### src/rtl/one_bit_full_adder.sv
// Single-bit full adder with propagate/generate terms and a LATENCY-deep
// registered output pipeline with a matching valid flag.
module one_bit_full_adder #(
   parameter int LATENCY = 1
) (
   input  logic clk,
   input  logic rst,
   input  logic A0,
   input  logic B0,
   input  logic Ci,
   output logic S,
   output logic C,
   output logic P,
   output logic G,
   output logic out_valid
);

   typedef struct packed {
      logic s;
      logic c;
      logic p;
      logic g;
   } result_t;

   logic    p_core;
   logic    g_core;
   result_t core;

   always_comb begin
      p_core = A0 ^ B0;
      g_core = A0 & B0;
      core   = '{s: p_core ^ Ci, c: g_core | (p_core & Ci), p: p_core, g: g_core};
   end

   if (LATENCY == 0) begin : g_comb
      // With no register stages the clock has no load.
      logic unused_clk;
      assign unused_clk = clk;

      assign {S, C, P, G} = core;
      assign out_valid    = !rst;
   end else begin : g_pipe
      result_t            data_q [LATENCY];
      logic [LATENCY-1:0] valid_q;

      // NOTE: sequential state uses non-blocking assignments so every stage
      // samples its predecessor's pre-edge value; blocking here would collapse
      // the pipeline into a single stage.
      // NOTE: the data stages are reset too (not just the valid bits) so the
      // outputs read 0 during reset rather than stale results.
      always_ff @(posedge clk) begin
         if (rst) begin
            for (int i = 0; i < LATENCY; i++) data_q[i] <= '0;
            valid_q <= '0;
         end else begin
            data_q[0]  <= core;
            valid_q[0] <= 1'b1;
            for (int i = 1; i < LATENCY; i++) begin
               data_q[i]  <= data_q[i-1];
               valid_q[i] <= valid_q[i-1];
            end
         end
      end

      assign {S, C, P, G} = data_q[LATENCY-1];
      assign out_valid    = valid_q[LATENCY-1];
   end

endmodule

### config.mk
export PLATFORM = sky130hd
export DESIGN_NAME = one_bit_full_adder
export DESIGN_NICKNAME = d
export VERILOG_FILES = /design/src/rtl/one_bit_full_adder.sv
export SDC_FILE = /design/constraint.sdc
export NUM_CORES = 1
export LEC_CHECK = 0
export CAP_MARGIN = 20
export CORE_AREA = 2 2 39 41
export CTS_CLUSTER_DIAMETER = 200
export CTS_CLUSTER_SIZE = 40
export DETAILED_ROUTE_END_ITERATION = 8
export DIE_AREA = 0 0 41 43
export GPL_ROUTABILITY_DRIVEN = 0
export PLACE_DENSITY = 0.44
export SYNTH_ARGS = -nofsm -noshare
export SYNTH_HDL_FRONTEND = slang
export SYNTH_SLANG_ARGS = --single-unit
### constraint.sdc
create_clock -name clk -period 0.97 [get_ports clk]
set_input_delay 0.194 -clock clk [delete_from_list [all_inputs] [get_ports clk]]
set_output_delay 0.194 -clock clk [all_outputs]
set_load 0.01 [all_outputs]
==> results of run 1 <==
-- Yosys cell counts --
| library cell | count | area, sq um |
|---|---|---|
| nor2b_1 | 4 | 25.0 |
| dfxtp_1 | 5 | 100 |
| inv_1 | 1 | 3.75 |
| fa_1 | 1 | 20.0 |
| ha_1 | 1 | 12.5 |
-- layer usage --
layer / track usage / routed length (um) / part of all wire / vias to the layer above
li1: - / - / - / 63
met4: 0.0400 / 0 / 0 / 0
met5: 0 / 0 / 0 / -
met2: 0.0594 / 118 / 0.37 / 10
met3: 0.0471 / 75 / 0.23 / 0
met1: 0.0489 / 127 / 0.40 / 53
-- logic make-up (layout without fill, tap and decap cells) --
group	Yosys count	after routing	synth area share
simple gates	4	4	0.155
buf+inv	1	15	0.0232
fa+ha+maj	2	2	0.202
flops	5	5	0.620
-- final timing paths --
| path | endpoint | slack [ps] | cells after the start |
|---|---|---|---|
| setup / recovery | g_pipe.data_q[0][3] | 30 | 3 |
| hold / removal | g_pipe.data_q[0][1] | 480 | 3 |
-- power by group through the flow --
stage          Clock, mW  Combinational [mW]  Sequential (mW)
3_3_place_gp           0              0.0742            0.228
6_report           0.239              0.0618            0.224
3_5_place_dp           0              0.0770            0.228
2_1_floorplan          0              0.0134            0.236
5_1_grt            0.270              0.0698            0.225
4_1_cts            0.252              0.0673            0.224
-- state kept, by name, indices dropped and copies added (netlist names) --
name and count:
out_valid 1, g_pipe.data_q 4
-- per-stage QoR --
step	hold slack, ps	setup TNS (ps)	utilization
after global placement	771	-1460	0.202
after global routing	493	0	0.202
after CTS	468	0	0.218
after floorplan	251	0	-
after detailed placement	799	-1560	0.202
final	476	0	0.202
-- area by class of cell --
cell class              instances  area share
multi-input cells               6       0.215
clock buffers                   4      0.0942
well taps                      16      0.0717
repair buffers                 10       0.247
flip-flops and latches          5       0.359
inverters                       1      0.0135
-- repair_timing --
action	in CTS	in global routing
setup endpoints to repair	8	5
gates cloned	0	0
pin swaps	1	1
endpoints found under the hold margin	0	0
resized for setup	19	5
==> impl_metrics.ini, run 1 <==
[final_layout]
drive_gt1_frac = 0.385
fillers = 149
diodes = 0
final_cell_mix = dfxtp_1, buf_2, nor2b_1, clkbuf_4, dlygate4sd2_1
areaGrowthSynthToFinish_pct = 72.9
regArea_sq_um = 100
fin_area_sq_um = 279
nNetsFinal = 34
multi_input_area_sq_um = 60.1
stdcell_count = 42

[pwr]
seq_power_share = 0.426
p_switching_uw = 114
internal_power_uw = 410
p_comb_frac = 0.118
power_uw = 524
p_per_area_nw_per_um2 = 1880
ir_drop_uv = 430
power_leakage_nw = 0.135
swShare = 0.218
p_clk_frac = 0.456

[floorplanning]
dieArea_sq_um = 1760
fp.coreArea_sq_um = 1380
io_pins = 10
die_h_um = 43
rows = 14
die_w_um = 41
initial_core_util = 0.117

[timing]
fmax_mhz = 1060
worst_pin_slew_ps = 208
setup_violations = 0
hold_violations = 0
relSlewSlack = 0.861
rsz0062_at_grt = no
drv_slew = 0
min_period_ps = 944
setup_ws_ps = 26.2
post-route-period-util = 0.973

[worst_setup_path]
path_buf_inv = 1
cp_top_family = adder cells
worstSetupStartpointType = input port
cp_data_arrival_time_ps = 1070
worstPathMaxFanout = 1
cp_slowest_stage_delay_ps = 470
cpMaxStageDelayCell = fa_1
endpoint_kind = register
path_cells = dlygate4sd2_1 -> fa_1 -> nor2b_2
path_class = in2reg
crit_path_start = Ci
required_ps = 1100

[drt]
drc = 0
drt-vias-per-instance = 3.00
drt-initial-drc-count = 0
wirelength_um = 321
first_pass_iters = 1
vias = 126
ant_nets = 0
wl_per_cell_um = 7.64

[global_routing]
grt_util_all_layers = 0.0494
grt_pass1_vias = 138
grt_start_max_net_pins = 6
grt_first_pass_wirelength_um = 510
antenna_found_initial = 0
grt_overflow = 0

[synth]
syn_area_sq_um = 161
synth.avg_cell_area_sq_um = 13.5
syn_inst = 12
yosysSeqAreaShare = 0.620
yosys_warnings = 0
synth_cell_types = 5
syn-num-nets = 19
ys_ff_latch = 5

[clocking]
post_cts_buffers = 0
cts_tree = yes
cts_buffers = 3
ctsHtreeMaxLevel = 1
hold_buffers = 0
cts-root-buf = clkbuf_4
clkTransAtPathRegs_ps = 40
cts_buffer_depth = 2
clock_sinks = 5

[place]
postPlaceCellArea_sq_um = 279
pre_cts_ws_ps = -410
numPlacedInstances = 38
numPortBuffers = 9

[run_status]
outcome = finished, final reports clean

[worst_hold_path]
hold_start = B0
hp-class = in2reg

[flow_run]
max-cap-violations = 0
Power figures use the tool's default switching activity.
==> run 2, diff against run 1 <==
- SLEW_MARGIN: not set -> 10
==> results of run 2 <==
Same layout as run 1: the final DEF is identical, and so are final timing and power.
